$ cat src/rtl/mux4_source_arbiter_if.sv
// Handshake bundle between the mux4 source arbiter and its requesters.
// master: requester side (req, manual); slave: arbiter side (ctrl, grant).
interface mux4_source_arbiter_if;
  logic [3:0] req;
  logic       manual_en;
  logic [1:0] manual_sel;
  logic [1:0] ctrl;
  logic [3:0] grant;
  logic       switch_pulse;
  logic       busy;

  modport master (
    output req, manual_en, manual_sel,
    input  ctrl, grant, switch_pulse, busy
  );

  modport slave (
    input  req, manual_en, manual_sel,
    output ctrl, grant, switch_pulse, busy
  );
endinterface

$ cat src/rtl/mux4_source_arbiter.sv
// Round-robin arbiter with min dwell and manual override for mux4.
// Ports: clk, reset (sync, active-high), bus (slave: req/manual in, ctrl/grant/pulse/busy out).
module mux4_source_arbiter #(
  parameter int DWELL_CYCLES = 50_000_000,
  parameter int CNT_W        = $clog2(DWELL_CYCLES + 1)
) (
  input logic                  clk,
  input logic                  reset,
  mux4_source_arbiter_if.slave bus
);

  typedef enum logic [1:0] {
    ST_IDLE   = 2'd0,
    ST_GRANT  = 2'd1,
    ST_MANUAL = 2'd2
  } state_t;

  localparam logic [CNT_W-1:0] LP_CNT_MAX = CNT_W'(DWELL_CYCLES - 1);
  localparam logic [CNT_W-1:0] LP_ONE     = CNT_W'(1);

  state_t           r_state;
  logic [CNT_W-1:0] r_cnt;
  logic [1:0]       r_last;
  logic [1:0]       r_ctrl;
  logic [3:0]       r_grant;
  logic             r_pulse;
  logic             r_busy;

  state_t           w_nxt_state;
  logic [CNT_W-1:0] w_nxt_cnt;
  logic [1:0]       w_nxt_last;
  logic [1:0]       w_nxt_ctrl;
  logic [3:0]       w_nxt_grant;

  logic [7:0]       w_dbl;
  logic [2:0]       w_base;
  logic [3:0]       w_rot;
  logic [1:0]       w_off;
  logic [1:0]       w_pick;
  logic             w_any;
  logic             w_other;

  // Rotate req so bit 0 is source last+1; first set bit wins.
  assign w_dbl  = {bus.req, bus.req};
  assign w_base = {1'b0, r_last} + 3'd1;
  assign w_rot  = w_dbl[w_base +: 4];

  always_comb begin
    w_off = 2'd3;
    if (w_rot[0])      w_off = 2'd0;
    else if (w_rot[1]) w_off = 2'd1;
    else if (w_rot[2]) w_off = 2'd2;
  end

  assign w_pick  = r_last + 2'd1 + w_off;
  assign w_any   = |bus.req;
  assign w_other = |(bus.req & ~(4'b0001 << r_last));

  always_comb begin
    w_nxt_state = r_state;
    w_nxt_cnt   = r_cnt;
    w_nxt_last  = r_last;
    w_nxt_ctrl  = r_ctrl;
    w_nxt_grant = r_grant;
    unique case (r_state)
      ST_IDLE: begin
        w_nxt_grant = 4'b0000;
        if (bus.manual_en) begin
          w_nxt_state = ST_MANUAL;
          w_nxt_ctrl  = bus.manual_sel;
        end else if (w_any) begin
          w_nxt_state = ST_GRANT;
          w_nxt_ctrl  = w_pick;
          w_nxt_grant = 4'b0001 << w_pick;
          w_nxt_last  = w_pick;
          w_nxt_cnt   = '0;
        end
      end
      ST_GRANT: begin
        if (bus.manual_en) begin
          w_nxt_state = ST_MANUAL;
          w_nxt_ctrl  = bus.manual_sel;
          w_nxt_grant = 4'b0000;
        end else if (r_cnt != LP_CNT_MAX) begin
          w_nxt_cnt = r_cnt + LP_ONE;
        end else if (w_other) begin
          w_nxt_ctrl  = w_pick;
          w_nxt_grant = 4'b0001 << w_pick;
          w_nxt_last  = w_pick;
          w_nxt_cnt   = '0;
        end else if (!bus.req[r_last]) begin
          w_nxt_state = ST_IDLE;
          w_nxt_grant = 4'b0000;
        end
      end
      ST_MANUAL: begin
        w_nxt_grant = 4'b0000;
        if (bus.manual_en) begin
          w_nxt_ctrl = bus.manual_sel;
        end else begin
          w_nxt_state = ST_IDLE;
        end
      end
      default: begin
        w_nxt_state = ST_IDLE;
        w_nxt_grant = 4'b0000;
      end
    endcase
  end

  always_ff @(posedge clk) begin
    if (reset) begin
      r_state <= ST_IDLE;
      r_cnt   <= '0;
      r_last  <= 2'd3;
      r_ctrl  <= 2'd0;
      r_grant <= 4'b0000;
      r_pulse <= 1'b0;
      r_busy  <= 1'b0;
    end else begin
      r_state <= w_nxt_state;
      r_cnt   <= w_nxt_cnt;
      r_last  <= w_nxt_last;
      r_ctrl  <= w_nxt_ctrl;
      r_grant <= w_nxt_grant;
      r_pulse <= (w_nxt_ctrl != r_ctrl) ||
                 (w_nxt_grant != r_grant);
      r_busy  <= (w_nxt_state != ST_IDLE);
    end
  end

  assign bus.ctrl         = r_ctrl;
  assign bus.grant        = r_grant;
  assign bus.switch_pulse = r_pulse;
  assign bus.busy         = r_busy;

endmodule
$ cat src/flat_wrapper.sv
// flat-port wrapper written by rule: the top's interface ports become plain ports
module mux4_source_arbiter_flat 
#(
  parameter int DWELL_CYCLES = 50_000_000,
  parameter int CNT_W        = $clog2(DWELL_CYCLES + 1)
)
  (clk, reset, bus_req, bus_manual_en, bus_manual_sel, bus_ctrl, bus_grant, bus_switch_pulse, bus_busy);
  mux4_source_arbiter_if bus_i ();
  input logic clk;
  input logic reset;
  input wire logic [$bits(bus_i.req)-1:0] bus_req;
  input wire logic [$bits(bus_i.manual_en)-1:0] bus_manual_en;
  input wire logic [$bits(bus_i.manual_sel)-1:0] bus_manual_sel;
  output wire logic [$bits(bus_i.ctrl)-1:0] bus_ctrl;
  output wire logic [$bits(bus_i.grant)-1:0] bus_grant;
  output wire logic [$bits(bus_i.switch_pulse)-1:0] bus_switch_pulse;
  output wire logic [$bits(bus_i.busy)-1:0] bus_busy;
  assign bus_i.req = bus_req;
  assign bus_i.manual_en = bus_manual_en;
  assign bus_i.manual_sel = bus_manual_sel;
  assign bus_ctrl = bus_i.ctrl;
  assign bus_grant = bus_i.grant;
  assign bus_switch_pulse = bus_i.switch_pulse;
  assign bus_busy = bus_i.busy;
  mux4_source_arbiter #(.DWELL_CYCLES(DWELL_CYCLES), .CNT_W(CNT_W)) u_core (.clk(clk), .reset(reset), .bus(bus_i));
endmodule
$ cat config.mk
export PLATFORM = sky130hd
export DESIGN_NAME = mux4_source_arbiter_flat
export DESIGN_NICKNAME = d
export VERILOG_FILES = /design/src/rtl/mux4_source_arbiter_if.sv /design/src/rtl/mux4_source_arbiter.sv /design/src/flat_wrapper.sv
export SDC_FILE = /design/constraint.sdc
export NUM_CORES = 1
export LEC_CHECK = 0
export ABC_AREA = 1
export CORE_AREA = 2 2 78 80
export DETAILED_ROUTE_END_ITERATION = 10
export DIE_AREA = 0 0 80 82
export PLACE_DENSITY = 0.65
export SYNTH_ARGS = -nofsm -noshare
export SYNTH_HDL_FRONTEND = slang
export SYNTH_SLANG_ARGS = --single-unit
$ cat constraint.sdc
create_clock -name clk -period 2.8 [get_ports clk]
set_clock_uncertainty 0.15 [all_clocks]
set_input_delay 0.7 -clock clk [delete_from_list [all_inputs] [get_ports clk]]
set_output_delay 0.7 -clock clk [all_outputs]
set_load 0.05 [all_outputs]
==> results of run 1 <==
-- cells in the mapped netlist (2+ instances only) --
cell type  instances  area (µm²)
nor3_1             9        45.0
o221a_2            2        22.5
o21ai_2            3        26.3
a21oi_1           19        95.1
nor2_1            47         176
nand2_2            7        43.8
o21ai_0           15        75.1
nand4_1           11        68.8
ha_1               2        25.0
nor2_2             5        31.3
a21oi_2            4        35.0
nand3_2            2        20.0
inv_1             57         214
inv_4              2        12.5
a31oi_1            2        12.5
nor4_1             5        31.3
buf_6              2        22.5
nor2_4             3        33.8
or2_2              4        25.0
nand3_1           31         155
inv_2              3        11.3
o21ai_1            2        10.0
dfxtp_1           38         761
nand2_4            4        45.0
a2bb2oi_1          2        17.5
nand2_1          100         375
-- timing repair --
item,in CTS,in global routing
endpoints found under the setup margin,0,2
resized for setup,0,12
setup buffers,0,1
-- state kept, by name (all words and copies together), names as in the netlist --
name,flops
u_core.r_cnt,26
u_core.bus.ctrl,2
u_core.r_last,2
u_core.bus.grant,4
u_core.bus.busy,1
u_core.bus.switch_pulse,1
u_core.r_state,2
-- power breakdown --
group	total, mW	internal (mW)	switching, mW
clock network	0.499	0.285	0.213
logic	0.379	0.161	0.218
registers	0.581	0.559	0.0218
-- worst min-delay path by stage --
stage                             to        startpoint  slack (ns)  cells past startpoint
finish              u_core.r_cnt[22]  u_core.r_cnt[22]        0.32                      2
global route        u_core.r_cnt[25]  u_core.r_cnt[25]        0.35                      2
CTS                 u_core.r_cnt[22]  u_core.r_cnt[22]        0.33                      2
detailed placement  u_core.r_cnt[22]  u_core.r_cnt[22]        0.31                      2
global placement    u_core.r_cnt[22]  u_core.r_cnt[22]        0.30                      2
floorplan           u_core.r_cnt[22]  u_core.r_cnt[22]        0.29                      2
-- worst min-delay path, cell delays in order (launching register included) --
cell,delay [ns]
dfxtp_1,0.32
inv_1,0.06
a21oi_1,0.05
-- metrics by stage --
stage,setup slack [ns],util (%),cells
final,0.301,55.4,526
after floorplan,0.421,-,396
after CTS,0.0726,54.7,525
after global routing,0.193,55.4,526
after global placement,-0.199,52.8,518
after detailed placement,-0.240,52.8,518
-- metal layers --
metal	global-route usage (%)	wire (µm)	part of all wire (%)	up-vias
li1	-	-	-	1392
met5	0	0	0	-
met2	38.0	2960	48	39
met1	24.7	2920	48	1214
met4	5.76	73	1.2	0
met3	4.07	187	3.0	6
-- cells by family (layout without fill, tap and decap cells) --
kind of cell               Yosys count  in the layout  share of synthesized area (%)
buffers and inverters               68            123                           11.0
and+or+nand+nor                    233            233                           43.8
DFF                                 38             38                           30.2
AOI/OAI and AO/OA                   54             54                           13.6
adders and majority gates            2              2                          0.992
xor gates and xnor gates             1              1                          0.347
-- area by class of cell --
cell class                 count  share of cell area (%)
clock buffer                   6                    2.59
clock inverter                 1                   0.943
inverter                      64                    7.74
multi-input combinational    290                    47.3
sequential                    38                    23.9
tap                           75                    2.95
timing repair buffer          52                    14.6
==> metrics.md, run 1 <==
| Metric | Value |
|---|---|
| Status | complete, no violations |
| Vias | 2651 |
| Reg-to-Reg End | u_core.bus.switch_pulse |
| Endpoints failing hold | 0 |
| Stages on worst setup path | 12 |
| CP endpoint | u_core.r_cnt[23] |
| Leakage | 1.42 nW |
| Max Cap Viol | 0 |
| Reg area | 761 µm² |
| Setup-failing EPs final | 0 |
| Tot Pwr | 1.46 mW |
| H-tree depth | 2 |
| Fin crit period | 2.50 ns |
| Overflow after GRT | 0 |
| Yosys cell types | 41 |
| Pwr per Cell Area | 458 nW/µm² |
| Startpoint types | input pin |
| I/O Pins | 17 |
| Routed WL | 6.15 mm |
| WP buf/inv | 1 |
| CP Max Fanout | 4 |
| DPL Wire Length | 4.78 mm |
| Worst-path clk slew | 0.07 ns |
| # clock sinks | 38 |
| Cells after Synth | 396 |
| Crit-path max cell delay | 0.44 ns |
| Largest net degree at the start of global routing | 12 |
| IO Port Bufs | 16 |
| CTS tree | done |
| Worst skew pair latency | 0.31 ns |
| Filler Cells Inserted | 565 |
| Critical Path Sink Type | flip-flop |
| CTS buffer count | 5 |
| Die width | 80 µm |
| Ys async rst share | 0% |
| # rows | 28 |
| Final Instance Area | 3180 µm² |
| Cell Area, Synth | 2520 µm² |
| First DRT Iteration DRCs | 115 |
| Area Growth Syn to Fin | 26.2% |
| Hold Buf Count CTS | 0 |
| Ys flop type | dfxtp_1 |
| Register area share after synthesis | 30.2% |
| CP Class | in2reg |
| Total number of yosys warnings | 0 |
| DR WL/cell | 11.7 µm |
| Die height | 82 µm |
| Drt first pass iters | 4 |
| Slew Limit Fails | 0 |
| Cells along the critical path | clkdlybuf4s50_1, or2_2, a21oi_4, nand2_4, nor3b_2, nand2_2, nor2_4, nand2_2, nor2_2, nand2_1, nand2_1, nor2_1 |
| Hold Path Class | reg2reg |
| Global-route wire length before repair | 10.9 mm |
| Syn avg cell area | 6.37 µm² |
| Reg-to-reg setup timing slack | 0.43 ns |
| Max Freq | 400 MHz |
| Commonest non-fill, non-tap cell in the layout | nand2_1 |
| Initial antenna violation count | 0 |
| Routed Antenna Nets | 0 |
| EDFF count, synth | 0 |
| Worst path slowest cell | clkdlybuf4s50_1 |
| Post-layout nets | 462 |
| Crit path DAT | 2.55 ns |
| Rel. slew slack | 66.5% |
| Worst hold margin | 0.320 ns |
| TNS Setup | 0 ns |
| CTS root buf | clkbuf_8 |
| Core ar. | 5750 µm² |
| Worst Tran Pin Value | 0.501 ns |
| FF+latch count, synth | 38 |
| Clock tree buffer depth | 2 |
| Area of the multi-input gates | 1510 µm² |
| Gpl congestion | 0.910 |
| FF-to-FF path depth | 17 |
| Peak VDD IR | 0.275 mV |
| Gr usage total | 20.8% |
| RSZ-0062 raised after global routing | no |
| DR vias/cell | 5.04 |
| Worst setup path start | bus_manual_en |
| Final Cycle Share | 89.3% |
| Antenna diodes | 0 |
| Crit path required time | 2.85 ns |
| Starting Density | 43.9% |
| Worst R2R Start | u_core.r_last[0] |
| Crit path max-delay family | simple AND/OR/NAND/NOR gates |
| DRC | 0 |
| Commonest cells after routing, fill and taps aside | nand2_1 (98), inv_1 (56), nor2_1 (47), dfxtp_1 (38), buf_4 (34) |
| Vias in the first global route | 2588 |
| Placed Area | 3030 µm² |
| Full die area | 6560 µm² |
| Syn nets | 407 |
| Layout cell share with drive strength beyond 1 | 20.8% |
Note: power is estimated with default switching activity, not from simulation.
==> run 2, diff against run 1 <==
--- a/config.mk
+++ b/config.mk
@@ -6,10 +6,11 @@
 export NUM_CORES = 1
 export LEC_CHECK = 0
 export ABC_AREA = 1
+export ABC_CLOCK_PERIOD_IN_PS = 2800
 export CORE_AREA = 2 2 78 80
 export DETAILED_ROUTE_END_ITERATION = 10
 export DIE_AREA = 0 0 80 82
-export PLACE_DENSITY = 0.65
+export SETUP_SLACK_MARGIN = 0.05
 export SYNTH_ARGS = -nofsm -noshare
 export SYNTH_HDL_FRONTEND = slang
 export SYNTH_SLANG_ARGS = --single-unit
==> run 2 against run 1 <==
- sequential power about the same
- critical path depth did not move
- via count is 1.2% lower
- design area is 1.1% lower
==> metrics.md, run 2 (synthesis gave the netlist of run 1 again) <==
| Metric | Value |
|---|---|
| Worst hold stages | 2 (unchanged) |
| Hold Path End | u_core.r_cnt[22] (unchanged) |
| HP Start | u_core.r_cnt[22] (unchanged) |
| Crit path DAT | 2.55 ns (about the same) |
| Worst-path clk slew | 0.08 ns (was 0.07 ns) |
| Hold Buf Count CTS | 0 (unchanged) |
| Fin crit period | 2.50 ns (about the same) |
| Commonest non-fill, non-tap cell in the layout | nand2_1 (unchanged) |
| DPL Wire Length | 4.73 mm (was 4.78 mm) |
| CP Class | in2reg (unchanged) |
| Reg-to-reg setup timing slack | 0.38 ns (was 0.43 ns) |
| CTS root buf | clkbuf_8 (unchanged) |
| Status | complete, no violations (unchanged) |
| Worst skew pair latency | 0.30 ns (was 0.31 ns) |
| Leakage | 1.41 nW (was 1.42 nW) |
| Final Cycle Share | 89.4% (was 89.3%) |
| Overflow after GRT | 0 (unchanged) |
| Core ar. | 5750 µm² (unchanged) |
| Routed Antenna Nets | 0 (unchanged) |
| Endpoints failing hold | 0 (unchanged) |
| Setup-failing EPs final | 0 (unchanged) |
| CTS tree | done (unchanged) |
| Drt first pass iters | 4 (unchanged) |
| Pwr per Cell Area | 438 nW/µm² (was 458 nW/µm²) |
| Routed WL | 6.04 mm (was 6.15 mm) |
| Starting Density | 43.9% (unchanged) |
| Vias | 2620 (was 2651) |
| Largest Register | u_core.r_cnt (unchanged) |
| CTS buffer count | 5 (unchanged) |
| DRC | 0 (unchanged) |
| Max Cap Viol | 0 (unchanged) |
| Global-route wire length before repair | 10.4 mm (was 10.9 mm) |
| IO Port Bufs | 16 (unchanged) |
| Gpl congestion | 0.943 (was 0.910) |
| Critical Path Sink Type | flip-flop (unchanged) |
| FF-to-FF path depth | 17 (unchanged) |
| Post-layout nets | 462 (unchanged) |
| H-tree depth | 2 (unchanged) |
| Worst hold margin | 0.320 ns (about the same) |
| Clock tree buffer depth | 2 (unchanged) |
| # clock sinks | 38 (unchanged) |
| Vias in the first global route | 2457 (was 2588) |
| Largest net degree at the start of global routing | 13 (was 12) |
| Crit path required time | 2.85 ns (about the same) |
| Commonest cells after routing, fill and taps aside | nand2_1 (99), inv_1 (56), nor2_1 (46), dfxtp_1 (38), buf_4 (34) (was nand2_1 (98), inv_1 (56), nor2_1 (47), dfxtp_1 (38), buf_4 (34)) |
| Worst Tran Pin Value | 0.491 ns (was 0.501 ns) |
| Layout cell share with drive strength beyond 1 | 20.4% (was 20.8%) |
| Worst R2R Start | u_core.r_last[0] (unchanged) |
| RSZ-0062 raised after global routing | no (unchanged) |
| Area Growth Syn to Fin | 24.9% (was 26.2%) |
| Die width | 80 µm (unchanged) |
| Antenna diodes | 0 (unchanged) |
| # rows | 28 (unchanged) |
| First DRT Iteration DRCs | 61 (was 115) |
| Gr usage total | 19.9% (was 20.8%) |
| Filler Cells Inserted | 573 (was 565) |
| Largest register FFs | 26 (unchanged) |
| Rel. slew slack | 67.2% (was 66.5%) |
| Hold Path Class | reg2reg (unchanged) |
| I/O Pins | 17 (unchanged) |
| CP Max Fanout | 4 (unchanged) |
| Peak VDD IR | 0.303 mV (was 0.275 mV) |
| Reg-to-Reg End | u_core.bus.switch_pulse (unchanged) |
| Placed cell count | 518 (unchanged) |
| Final non-filler cell total | 527 (was 526) |
| DR vias/cell | 4.97 (was 5.04) |
| Full die area | 6560 µm² (unchanged) |
| Initial antenna violation count | 0 (unchanged) |
| DR WL/cell | 11.5 µm (was 11.7 µm) |
| Die height | 82 µm (unchanged) |
| Startpoint types | input pin (unchanged) |
| Slew Limit Fails | 0 (unchanged) |
| Max Freq | 399 MHz (was 400 MHz) |
==> run 2: cell types whose count changed in the layout (fill, tap and decap cells not counted), sizes merged <==
| cell | change |
|---|---|
| bufinv | -1 |
| clkinvlp | +1 |
| clkinv | +1 |
==> run 2: metal layers <==
metal / up-vias / share of wire, % / routed length [µm] / global-route usage (%)
met3: 7 / 2.1 / 128 / 3.85
met4: 0 / 1.1 / 67 / 6.27
met1: 1182 / 47 / 2820 / 23.9
met2: 31 / 50 / 3030 / 35.7
li1: 1400 / - / - / -
met5: - / 0 / 0 / 0
==> run 2: worst max path at each step <==
stage,cells after the start,slack [ns],to,startpoint
detailed placement,18,-0.25,u_core.bus.switch_pulse,bus_req[3]
global placement,18,-0.17,u_core.bus.switch_pulse,bus_req[3]
CTS,18,0.05,u_core.bus.switch_pulse,bus_req[0]
floorplan,17,0.42,u_core.bus.switch_pulse,bus_req[3]
finish,12,0.30,u_core.r_cnt[23],bus_manual_en
global route,18,0.13,u_core.bus.switch_pulse,bus_req[3]
==> run 2: worst max-delay path, cell delays in order <==
cell and delay, ns:
clkdlybuf4s50_1 0.44, or2_2 0.34, a21oi_4 0.20, nand2_4 0.10, nor3b_2 0.23, nand2_2 0.11
nor2_4 0.11, nand2_2 0.08, nor2_2 0.11, nand2_1 0.05, nand2_1 0.05, nor2_1 0.03
==> run 2: stage by stage <==
stage	TNS [ns]	power [mW]	util (%)	worst slack [ns]	area, µm²
4_1_cts	0	1.38	54.4	0.0546	3130
3_5_place_dp	-1.90	0.966	52.8	-0.248	3030
3_3_place_gp	-1.43	0.963	52.8	-0.172	3030
2_1_floorplan	0	0.827	-	0.421	2520
6_report	0	1.38	54.8	0.296	3150
5_1_grt	0	1.47	54.8	0.127	3150
==> run 2: report_power, final <==
group          internal [mW]  switching, mW
clock network          0.198          0.216
registers              0.559         0.0212
logic                  0.166          0.219
total                  0.923          0.456
==> run 2: final cells by class <==
cell class              count  area [µm²]  area share (%)
flip-flops and latches     38         761            24.1
inverters                  64         246            7.82
well taps                  75        93.8            2.98
clock buffers               6        82.6            2.62
repair buffers             52         465            14.8
clock inverters             2        12.5           0.397
multi-input cells         290        1490            47.3
==> run 2: what timing repair did <==
| action | in CTS | in global routing |
|---|---|---|
| gates resized for setup | 1 | 7 |
| setup endpoints to repair | 1 | 13 |
| cloned | 0 | 0 |
| pin swaps | 1 | 3 |
| buffers inserted | 0 | 1 |
==> run 3, diff against run 2 <==
--- a/config.mk
+++ b/config.mk
@@ -7,9 +7,12 @@
 export LEC_CHECK = 0
 export ABC_AREA = 1
 export ABC_CLOCK_PERIOD_IN_PS = 2800
-export CORE_AREA = 2 2 78 80
+export CELL_PAD_IN_SITES_DETAIL_PLACEMENT = 1
+export CELL_PAD_IN_SITES_GLOBAL_PLACEMENT = 1
+export CORE_AREA = 3 3 82 84
 export DETAILED_ROUTE_END_ITERATION = 10
-export DIE_AREA = 0 0 80 82
+export DIE_AREA = 0 0 85 87
+export PLACE_DENSITY_LB_ADDON = 0.1
 export SETUP_SLACK_MARGIN = 0.05
 export SYNTH_ARGS = -nofsm -noshare
 export SYNTH_HDL_FRONTEND = slang
==> run 3 against run 2 <==
- die area up 13%
- non-clock buffer count down 2
- sequential share of layout area down 0.076 points
- wire length up 21%
- utilization down 2.1 points
==> metrics.md, run 3 (synthesis gave the netlist of run 1 again) <==
| Metric | Value |
|---|---|
| Core ar. | 5990 µm² (was 5750 µm²) |
| Max Cap Viol | 0 (unchanged) |
| Worst Tran Pin Value | 0.497 ns (was 0.491 ns) |
| Peak VDD IR | 0.236 mV (was 0.303 mV) |
| H-tree depth | 2 (unchanged) |
| Final Cycle Share | 91.5% (was 89.4%) |
| Endpoints failing hold | 0 (unchanged) |
| Antenna diodes | 0 (unchanged) |
| Overflow after GRT | 0 (unchanged) |
| Hold Path Class | reg2reg (unchanged) |
| Largest net degree at the start of global routing | 14 (was 13) |
| CP endpoint | u_core.r_cnt[10] (was u_core.r_cnt[23]) |
| Critical Path Sink Type | flip-flop (unchanged) |
| Die height | 87 µm (was 82 µm) |
| Largest Register | u_core.r_cnt (unchanged) |
| Placed cell count | 514 (was 518) |
| Largest register FFs | 26 (unchanged) |
| Util after Layout | 52.8% (was 54.8%) |
| Crit path required time | 2.88 ns (was 2.85 ns) |
| Slew Limit Fails | 0 (unchanged) |
| Worst R2R Start | u_core.r_last[0] (unchanged) |
| Max Freq | 390 MHz (was 399 MHz) |
| Area Growth Syn to Fin | 25.3% (was 24.9%) |
| Crit path DAT | 2.64 ns (was 2.55 ns) |
| Worst skew pair latency | 0.30 ns (about the same) |
| Post-layout nets | 460 (was 462) |
| FF-to-FF path depth | 17 (unchanged) |
| Final non-filler cell total | 525 (was 527) |
| CP Max Fanout | 5 (was 4) |
| Routed Antenna Nets | 0 (unchanged) |
| Reg-to-Reg End | u_core.bus.switch_pulse (unchanged) |
| Setup-failing EPs final | 0 (unchanged) |
| Filler Cells Inserted | 836 (was 573) |
| Commonest non-fill, non-tap cell in the layout | nand2_1 (unchanged) |
| CP Class | in2reg (unchanged) |
| Vias | 2676 (was 2620) |
| Status | complete, no violations (unchanged) |
| Drt first pass iters | 4 (unchanged) |
| Worst hold stages | 2 (unchanged) |
| Worst hold margin | 0.315 ns (was 0.320 ns) |
| Clock tree buffer depth | 2 (unchanged) |
| Vias in the first global route | 2890 (was 2457) |
| DR WL/cell | 13.9 µm (was 11.5 µm) |
| RSZ-0062 raised after global routing | no (unchanged) |
| Worst-path clk slew | 0.09 ns (was 0.08 ns) |
| Fin crit period | 2.56 ns (was 2.50 ns) |
| DR vias/cell | 5.10 (was 4.97) |
| Reg-to-reg setup timing slack | 0.36 ns (was 0.38 ns) |
| IO Port Bufs | 16 (unchanged) |
| DPL Wire Length | 5.76 mm (was 4.73 mm) |
| Routed WL | 7.30 mm (was 6.04 mm) |
| CTS buffer count | 5 (unchanged) |
| CTS root buf | clkbuf_8 (unchanged) |
| CTS tree | done (unchanged) |
| I/O Pins | 17 (unchanged) |
| Startpoint types | input pin (unchanged) |
| DRC | 0 (unchanged) |
| Commonest cells after routing, fill and taps aside | nand2_1 (99), inv_1 (55), nor2_1 (45), dfxtp_1 (38), buf_4 (33) (was nand2_1 (99), inv_1 (56), nor2_1 (46), dfxtp_1 (38), buf_4 (34)) |
| Worst setup path start | bus_manual_en (unchanged) |
| Full die area | 7400 µm² (was 6560 µm²) |
| # clock sinks | 38 (unchanged) |
| Leakage | 1.40 nW (was 1.41 nW) |
| First DRT Iteration DRCs | 59 (was 61) |
| Gpl congestion | 0.832 (was 0.943) |
| Initial antenna violation count | 0 (unchanged) |
| Layout cell share with drive strength beyond 1 | 20.4% (about the same) |
| Hold Buf Count CTS | 0 (unchanged) |
| HP Start | u_core.r_cnt[22] (unchanged) |
| Die width | 85 µm (was 80 µm) |
| Starting Density | 42.1% (was 43.9%) |
| Rel. slew slack | 66.8% (was 67.2%) |
| # rows | 28 (unchanged) |
| Pwr per Cell Area | 494 nW/µm² (was 438 nW/µm²) |
| Global-route wire length before repair | 13.0 mm (was 10.4 mm) |
| Gr usage total | 21.5% (was 19.9%) |
-- run 3: final cells by class --
cell class | count | area (µm²) | area share (%)
clock buffers | 5 | 68.8 | 2.18
clock inverters | 3 | 68.8 | 2.18
flip-flops and latches | 38 | 761 | 24.1
inverters | 64 | 246 | 7.80
well taps | 75 | 93.8 | 2.97
repair buffers | 50 | 425 | 13.5
multi-input cells | 290 | 1500 | 47.3
-- run 3: critical path, stage by stage --
cell and delay (ns):
clkdlybuf4s50_1 0.42, or2_2 0.34, a21oi_4 0.19, nand2_4 0.10
inv_4 0.10, nand3_1 0.08, inv_1 0.10, nand2_1 0.08
nor3_1 0.27, nand3_1 0.12, a21oi_1 0.14
-- run 3: power breakdown --
part / switching, mW / internal [mW] / total (mW)
clock network: 0.219 / 0.357 / 0.576
logic: 0.237 / 0.167 / 0.405
registers: 0.0226 / 0.559 / 0.582
total: 0.478 / 1.08 / 1.56
-- run 3: routing by layer --
layer | global-route usage, % | vias to the layer above | share of wire [%]
li1 | - | 1387 | -
met1 | 25.2 | 1260 | 46
met2 | 40.7 | 21 | 51
met3 | 3.41 | 8 | 2.0
met4 | 5.18 | 0 | 1.2
met5 | 0 | - | 0
-- run 3: stage by stage --
stage	TNS (ns)	power, mW	area, µm²	worst slack (ns)
after global routing	0	1.64	3160	0.0594
after floorplan	0	0.827	2520	0.421
after global placement	-0.944	0.952	2980	-0.247
after CTS	0	1.56	3130	0.0517
after detailed placement	-2.05	0.961	2980	-0.362
final	0	1.56	3160	0.239
-- run 3: worst min-delay path by stage --
stage / endpoint
after CTS: u_core.r_cnt[22]
after floorplan: u_core.r_cnt[22]
after detailed placement: u_core.r_cnt[22]
after global routing: u_core.r_cnt[22]
after global placement: u_core.r_cnt[22]
final: u_core.r_cnt[22]
-- run 3: repair_timing --
item,CTS,global route
endpoints found under the setup margin,1,12
pin swaps,2,3
buffers inserted,1,2
resized for setup,5,7
